`src/rtl/mem_port_arbiter_if.sv`:
```
// rtl/mem_port_arbiter_if.sv - fetch, data and memory-side signal bundle for the unified memory port arbiter
interface mem_port_arbiter_if;
    logic        f_req;
    logic [63:0] f_addr;
    logic [31:0] f_rdata;
    logic        f_ack;
    logic        f_err;
    logic        f_stall;

    logic        d_req;
    logic        d_we;
    logic [63:0] d_addr;
    logic [63:0] d_wdata;
    logic [7:0]  d_wmask;
    logic [63:0] d_rdata;
    logic        d_ack;
    logic        d_err;
    logic        mem_stall;

    logic        m_req;
    logic        m_we;
    logic [63:0] m_addr;
    logic [63:0] m_wdata;
    logic [7:0]  m_wmask;
    logic [63:0] m_rdata;
    logic        m_ack;
    logic        m_err;

    // slave: the arbiter's view
    modport slave (
        input  f_req, f_addr, d_req, d_we, d_addr, d_wdata, d_wmask, m_rdata, m_ack, m_err,
        output f_rdata, f_ack, f_err, f_stall, d_rdata, d_ack, d_err, mem_stall,
        output m_req, m_we, m_addr, m_wdata, m_wmask
    );

    // master: pipeline stages plus memory, as seen from outside the arbiter
    modport master (
        output f_req, f_addr, d_req, d_we, d_addr, d_wdata, d_wmask, m_rdata, m_ack, m_err,
        input  f_rdata, f_ack, f_err, f_stall, d_rdata, d_ack, d_err, mem_stall,
        input  m_req, m_we, m_addr, m_wdata, m_wmask
    );
endinterface

```
`src/rtl/mem_port_arbiter.sv`:
```
// rtl/mem_port_arbiter.sv - one-outstanding-transaction arbiter of the unified memory port, data priority with fetch starvation guard
module mem_port_arbiter #(
    parameter int STARVE_MAX  = 4,
    parameter int TIMEOUT_CYC = 255
) (
    input  logic               clk,
    input  logic               rst_n,
    mem_port_arbiter_if.slave  bus
);
    localparam int              SW         = (STARVE_MAX < 1) ? 1 : $clog2(STARVE_MAX + 1);
    localparam logic [SW-1:0]   STARVE_LIM = SW'(STARVE_MAX);
    localparam logic [7:0]      BUSY_LAST  = 8'(TIMEOUT_CYC - 1);

    typedef enum logic [1:0] {IDLE, F_BUSY, D_BUSY} state_t;

    state_t        state, state_next;
    logic [SW-1:0] starve_cnt;
    logic [7:0]    busy_cnt;
    logic          grant_f, grant_d, done, expire, owner_req;

    logic          m_req_q, m_we_q;
    logic [63:0]   m_addr_q, m_wdata_q;
    logic [7:0]    m_wmask_q;
    logic          f_ack_q, f_err_q, d_ack_q, d_err_q;
    logic [31:0]   f_rdata_q;
    logic [63:0]   d_rdata_q;

    logic          unused_bits;
    assign unused_bits = ^{bus.f_addr[1:0], bus.d_addr[2:0]};

    always_ff @(posedge clk or negedge rst_n) begin
        if (!rst_n) state <= IDLE;
        else        state <= state_next;
    end

    always_comb begin
        state_next = state;
        grant_f    = 1'b0;
        grant_d    = 1'b0;
        done       = 1'b0;
        expire     = 1'b0;
        owner_req  = (state == F_BUSY) ? bus.f_req : bus.d_req;
        case (state)
            IDLE: begin
                if (bus.d_req && !(bus.f_req && starve_cnt == STARVE_LIM)) begin
                    grant_d    = 1'b1;
                    state_next = D_BUSY;
                end else if (bus.f_req) begin
                    grant_f    = 1'b1;
                    state_next = F_BUSY;
                end
            end
            F_BUSY, D_BUSY: begin
                if (bus.m_ack)                  done   = 1'b1;
                else if (busy_cnt == BUSY_LAST) expire = 1'b1;
                if (bus.m_ack || busy_cnt == BUSY_LAST) state_next = IDLE;
            end
            default: state_next = IDLE;
        endcase
    end

    // busy_cnt is 0 in the first busy cycle, so expiry lands on busy cycle TIMEOUT_CYC
    always_ff @(posedge clk or negedge rst_n) begin
        if (!rst_n) begin
            starve_cnt <= '0;
            busy_cnt   <= '0;
        end else begin
            if (grant_f)
                starve_cnt <= '0;
            else if (grant_d && bus.f_req && starve_cnt != STARVE_LIM)
                starve_cnt <= starve_cnt + 1'b1;
            busy_cnt <= (state == IDLE) ? 8'd0 : busy_cnt + 8'd1;
        end
    end

    always_ff @(posedge clk or negedge rst_n) begin
        if (!rst_n) begin
            m_req_q   <= 1'b0;
            m_we_q    <= 1'b0;
            m_addr_q  <= '0;
            m_wdata_q <= '0;
            m_wmask_q <= '0;
            f_ack_q   <= 1'b0;
            f_err_q   <= 1'b0;
            f_rdata_q <= '0;
            d_ack_q   <= 1'b0;
            d_err_q   <= 1'b0;
            d_rdata_q <= '0;
        end else begin
            f_ack_q <= 1'b0;
            d_ack_q <= 1'b0;
            if (grant_f) begin
                m_req_q   <= 1'b1;
                m_we_q    <= 1'b0;
                m_addr_q  <= {bus.f_addr[63:3], 3'b000};
                m_wdata_q <= '0;
                m_wmask_q <= '0;
            end else if (grant_d) begin
                m_req_q   <= 1'b1;
                m_we_q    <= bus.d_we;
                m_addr_q  <= {bus.d_addr[63:3], 3'b000};
                m_wdata_q <= bus.d_wdata;
                m_wmask_q <= bus.d_wmask;
            end else if (done || expire) begin
                m_req_q   <= 1'b0;
            end
            // an owner that dropped its request gets no ACK, but the port is still released
            if ((done || expire) && owner_req) begin
                if (state == F_BUSY) begin
                    f_ack_q <= 1'b1;
                    f_err_q <= expire | bus.m_err;
                    if (done) f_rdata_q <= bus.f_addr[2] ? bus.m_rdata[63:32] : bus.m_rdata[31:0];
                end else begin
                    d_ack_q <= 1'b1;
                    d_err_q <= expire | bus.m_err;
                    if (done) d_rdata_q <= bus.m_rdata;
                end
            end
        end
    end

    assign bus.m_req     = m_req_q;
    assign bus.m_we      = m_we_q;
    assign bus.m_addr    = m_addr_q;
    assign bus.m_wdata   = m_wdata_q;
    assign bus.m_wmask   = m_wmask_q;
    assign bus.f_ack     = f_ack_q;
    assign bus.f_err     = f_err_q;
    assign bus.f_rdata   = f_rdata_q;
    assign bus.d_ack     = d_ack_q;
    assign bus.d_err     = d_err_q;
    assign bus.d_rdata   = d_rdata_q;
    assign bus.f_stall   = bus.f_req & ~f_ack_q;
    assign bus.mem_stall = bus.d_req & ~d_ack_q;
endmodule

```
`src/flat_wrapper.sv`:
```
// flat-port wrapper written by rule: the top's interface ports become plain ports
module mem_port_arbiter_flat 
#(
    parameter int STARVE_MAX  = 4,
    parameter int TIMEOUT_CYC = 255
)
  (clk, rst_n, bus_f_req, bus_f_addr, bus_d_req, bus_d_we, bus_d_addr, bus_d_wdata, bus_d_wmask, bus_m_rdata, bus_m_ack, bus_m_err, bus_f_rdata, bus_f_ack, bus_f_err, bus_f_stall, bus_d_rdata, bus_d_ack, bus_d_err, bus_mem_stall, bus_m_req, bus_m_we, bus_m_addr, bus_m_wdata, bus_m_wmask);
  mem_port_arbiter_if bus_i ();
  input  logic clk;
  input  logic rst_n;
  input wire logic [$bits(bus_i.f_req)-1:0] bus_f_req;
  input wire logic [$bits(bus_i.f_addr)-1:0] bus_f_addr;
  input wire logic [$bits(bus_i.d_req)-1:0] bus_d_req;
  input wire logic [$bits(bus_i.d_we)-1:0] bus_d_we;
  input wire logic [$bits(bus_i.d_addr)-1:0] bus_d_addr;
  input wire logic [$bits(bus_i.d_wdata)-1:0] bus_d_wdata;
  input wire logic [$bits(bus_i.d_wmask)-1:0] bus_d_wmask;
  input wire logic [$bits(bus_i.m_rdata)-1:0] bus_m_rdata;
  input wire logic [$bits(bus_i.m_ack)-1:0] bus_m_ack;
  input wire logic [$bits(bus_i.m_err)-1:0] bus_m_err;
  output wire logic [$bits(bus_i.f_rdata)-1:0] bus_f_rdata;
  output wire logic [$bits(bus_i.f_ack)-1:0] bus_f_ack;
  output wire logic [$bits(bus_i.f_err)-1:0] bus_f_err;
  output wire logic [$bits(bus_i.f_stall)-1:0] bus_f_stall;
  output wire logic [$bits(bus_i.d_rdata)-1:0] bus_d_rdata;
  output wire logic [$bits(bus_i.d_ack)-1:0] bus_d_ack;
  output wire logic [$bits(bus_i.d_err)-1:0] bus_d_err;
  output wire logic [$bits(bus_i.mem_stall)-1:0] bus_mem_stall;
  output wire logic [$bits(bus_i.m_req)-1:0] bus_m_req;
  output wire logic [$bits(bus_i.m_we)-1:0] bus_m_we;
  output wire logic [$bits(bus_i.m_addr)-1:0] bus_m_addr;
  output wire logic [$bits(bus_i.m_wdata)-1:0] bus_m_wdata;
  output wire logic [$bits(bus_i.m_wmask)-1:0] bus_m_wmask;
  assign bus_i.f_req = bus_f_req;
  assign bus_i.f_addr = bus_f_addr;
  assign bus_i.d_req = bus_d_req;
  assign bus_i.d_we = bus_d_we;
  assign bus_i.d_addr = bus_d_addr;
  assign bus_i.d_wdata = bus_d_wdata;
  assign bus_i.d_wmask = bus_d_wmask;
  assign bus_i.m_rdata = bus_m_rdata;
  assign bus_i.m_ack = bus_m_ack;
  assign bus_i.m_err = bus_m_err;
  assign bus_f_rdata = bus_i.f_rdata;
  assign bus_f_ack = bus_i.f_ack;
  assign bus_f_err = bus_i.f_err;
  assign bus_f_stall = bus_i.f_stall;
  assign bus_d_rdata = bus_i.d_rdata;
  assign bus_d_ack = bus_i.d_ack;
  assign bus_d_err = bus_i.d_err;
  assign bus_mem_stall = bus_i.mem_stall;
  assign bus_m_req = bus_i.m_req;
  assign bus_m_we = bus_i.m_we;
  assign bus_m_addr = bus_i.m_addr;
  assign bus_m_wdata = bus_i.m_wdata;
  assign bus_m_wmask = bus_i.m_wmask;
  mem_port_arbiter #(.STARVE_MAX(STARVE_MAX), .TIMEOUT_CYC(TIMEOUT_CYC)) u_core (.clk(clk), .rst_n(rst_n), .bus(bus_i));
endmodule
```
`config.mk`:
```
export PLATFORM = sky130hd
export DESIGN_NAME = mem_port_arbiter_flat
export DESIGN_NICKNAME = d
export VERILOG_FILES = /design/src/rtl/mem_port_arbiter_if.sv /design/src/rtl/mem_port_arbiter.sv /design/src/flat_wrapper.sv
export SDC_FILE = /design/constraint.sdc
export NUM_CORES = 1
export LEC_CHECK = 0
export ABC_CLOCK_PERIOD_IN_PS = 2600
export CORE_AREA = 2 2 198 200
export CTS_BUF_LIST = sky130_fd_sc_hd__clkbuf_8
export CTS_CLUSTER_SIZE = 24
export DETAILED_ROUTE_END_ITERATION = 10
export DIE_AREA = 0 0 200 202
export GPL_ROUTABILITY_DRIVEN = 0
export HOLD_SLACK_MARGIN = 0.1
export SETUP_SLACK_MARGIN = 0.02
export SLEW_MARGIN = 20
export SYNTH_ARGS = -nofsm -noshare
export SYNTH_HDL_FRONTEND = slang
export SYNTH_SLANG_ARGS = --single-unit
```
`constraint.sdc`:
```
create_clock -name clk -period 2.6 [get_ports clk]
set_input_delay 0.52 -clock clk [delete_from_list [all_inputs] [get_ports clk]]
set_output_delay 0.52 -clock clk [all_outputs]
set_load 0.05 [all_outputs]
```
==> metrics, run 1 <==
Initial Utilization=0.278; vias in the first global route=9,898; Largest stage delay, worst path=0.84 ns; die area=0.0404 sq mm; Worst setup EP type=primary output; outcome=complete, no violations; DP Area=0.0164 sq mm; post-synth top area cell=dfrtp_1; Main synth FF type=dfrtp_1; main combinational cell family by area after synthesis=compound AO/OA/AOI/OAI gates; share of the synthesized area in the top cell type=0.583; Die W=200 um; Max VDD drop=0.000850 V; DRC=0; mux share of post-synthesis cell area=0.0997; die height=202 um; initial antenna violation count=3; Slowest-stage cell, CP=clkdlybuf4s50_1; Max Freq=0.419 GHz; gr usage total=0.190; share of cells above drive strength 1=0.128; Reg clk slew, reported paths=0.07 ns; Post-Synth Simple-Gate Area=0.109; Final nets=1,696; adder-cell share of the synthesized area=0.00706; Post-synth EDFFs=0; post-CTS sizing=0; post-synthesis compound-gate area fraction=0.155; setup_tns=0 ns; Hold Vio Cnt, Final=0; min Tclk post-route=2.39 ns; DR WL/cell=19.9 um; Final Max Slew Viols=0; Max clock buf depth=3; I/O Buffers=502; clk_skew=0.0237 ns; FF+latch area=0.00621 sq mm; Worst Tran Pin Value=0.640 ns; CTS tree=done; FF-to-FF path depth=5; period utilization=0.918; Min-Delay Endpoint=u_core.bus.m_wdata[26]$_DFFE_PN0P_; Gate Count Post-Synth=921; Area contributors post-synth=dfrtp_1, o21ai_0, mux2_2; DR vias=9,539; fill cell count=3,633; Yosys reg bits=248; # rows=72; Clock Tree Root=clkbuf_8; pwr dens=1400 mW/mm^2; hold_sp=bus_d_req; worst flop-to-flop path startpoint=u_core.state[1]$_DFFE_PN0P_; Critical Path Start=u_core.bus.m_wdata[25]$_DFFE_PN0P_; antenna viol nets, final=0; first-pass GRT wire length=59,100 um; mapped cell area=0.0106 sq mm; # IOs=511; CTS buffer count=45; Vias/cell=4.85; family with the most delay on the worst path=buffers and inverters; Max-Cap Viols=0; Syn Area/Cell=11.6 sq um; DRT Pass-1 Iters=5; Max transition margin=0.572; Critical R2R Capture=u_core.bus.m_wdata[3]$_DFFE_PN0P_; postcts setup bufs=0; Lkg Pwr=0.00725 uW; Worst Path Required=2.08 ns; Starting DRT DRC Count=352; Synth async-reset ratio=1.00; Layout area overhead=64.0%; Seq/Total Area, Yosys=0.583; number of distinct library cells after synthesis=37; DP Wirelength=27,800 um; Detailed Route WL=39,200 um; cts hold-fix bufs=1; Post-Layout Inst Area=0.0174 sq mm; final setup vio count=0; unrepaired setup endpoints after global routing=no; crit-path cells=clkdlybuf4s50_1; GRT overflow=0; clock sink count=248; Worst setup SP type=register; area of the multi-input gates=0.00405 sq mm; class of the most critical setup path=register to primary output; WP data arrival=1.87 ns; flop2flop setup slack=0.54 ns; hold depth=3; clk_lat worst skew=0.60 ns; worst min path class=input pin to register; Yosys warnings=0; largest net degree at the start of global routing=75; xor/xnor cell area share of the yosys netlist=0.00247; Critical Path Fanout Max=2; H-Tree Depth=2; crit path buf inv count=1; core area=0.0383 sq mm
how the worst max path moves through the flow:
stage / to / slack [ns] / cells past startpoint
floorplan: bus_mem_stall / 0.40 / 3
global placement: u_core.bus.d_rdata[3]$_DFFE_PN0P_ / 0.32 / 5
detailed placement: u_core.bus.d_rdata[48]$_DFFE_PN0P_ / 0.30 / 5
CTS: bus_m_wdata[28] / 0.11 / 1
global route: bus_m_wdata[27] / 0.10 / 1
finish: bus_m_wdata[25] / 0.21 / 1
kinds of logic (layout without fill, tap and decap cells):
kind of cell    Yosys count  count (layout)
other cells               1               4
flops                   248             248
fa+ha+maj                 6               6
compound gates          261             261
buf+inv                  98             624
simple gates            206             206
xor+xnor                  3               3
mux                      98              98
state kept, by name (all words and copies together), names as in the netlist:
| signal | cells |
|---|---|
| u_core.state | 2 |
| u_core.bus.f_rdata | 32 |
| u_core.bus.m_req | 1 |
| u_core.bus.d_err | 1 |
| u_core.bus.m_wmask | 8 |
| u_core.starve_cnt | 3 |
| u_core.bus.m_we | 1 |
| u_core.bus.f_ack | 1 |
| u_core.bus.d_rdata | 64 |
| u_core.busy_cnt | 8 |
| u_core.bus.d_ack | 1 |
| u_core.bus.m_wdata | 64 |
| u_core.bus.m_addr | 61 |
| u_core.bus.f_err | 1 |
stage by stage:
| stage | hold WS (ns) | std cells | setup slack (ns) | total power [uW] | util |
|---|---|---|---|---|---|
| global route | 0.318 | 1967 | 0.101 | 25700 | 0.456 |
| global placement | 0.464 | 1889 | 0.317 | 20200 | 0.428 |
| finish | 0.343 | 1968 | 0.213 | 24500 | 0.456 |
| floorplan | 0.224 | 923 | 0.402 | 15100 | - |
| CTS | 0.272 | 1967 | 0.107 | 24800 | 0.456 |
| detailed placement | 0.471 | 1889 | 0.299 | 20300 | 0.428 |
placed cells by master, fill, tap and decap left out, types with 3 or more instances in the layout:
master	netlist	routed
buf_4	4	23
nand4_1	75	75
o21ai_1	10	9
nor2_1	9	8
inv_1	9	15
dfrtp_1	248	248
mux2i_1	34	34
nand2_1	40	38
or3_1	3	3
nand3_1	6	5
mux2_2	64	64
a21oi_1	6	6
o21ai_0	174	174
and2_1	62	62
a221o_1	61	61
bufinv_16	0	6
nor2b_1	3	3
clkbuf_8	0	57
clkinv_2	0	7
ha_1	6	5
conb_1	1	3
clkdlybuf4s50_1	0	496
buf_12	0	15
per-layer routing:
| metal | part of all wire | global-route usage | vias to the layer above |
|---|---|---|---|
| li1 | - | - | 4385 |
| met1 | 0.39 | 0.223 | 4653 |
| met3 | 0.11 | 0.0751 | 57 |
| met5 | 0.00059 | 0 | - |
| met2 | 0.48 | 0.319 | 440 |
| met4 | 0.021 | 0.0542 | 4 |
Yosys cell counts, types with 3 or more instances:
master	instances
nand2_1	40
or3_1	3
nor2b_1	3
o21ai_0	174
clkbuf_1	60
ha_1	6
a21oi_1	6
buf_4	4
mux2i_1	34
nand3_1	6
buf_2	18
o21ai_1	10
a221o_1	61
nor2_1	9
mux2_2	64
buf_6	6
and2_1	62
inv_1	9
nand4_1	75
dfrtp_1	248
power by group:
group / total, uW / internal [uW] / switching (uW)
sequential: 6440 / 5560 / 882
clock: 4290 / 2560 / 1730
combinational: 13700 / 4810 / 8910
total: 24500 / 12900 / 11500
final cells by class:
cell class	instances	share of cell area
clock buffer	57	0.0450
tap	518	0.0372
inverter	9	0.00194
sequential	248	0.356
antenna	1	0.000143
clock inverter	20	0.0141
multi-input combinational	577	0.232
timing repair buffer	538	0.314
(Power assumes the default switching activity.)
==> inputs of run 2 (changes only) <==
SLEW_MARGIN = 15   (was 20)
==> results of run 2 <==
The final DEF is identical to that of run 1; final timing and power are the same.
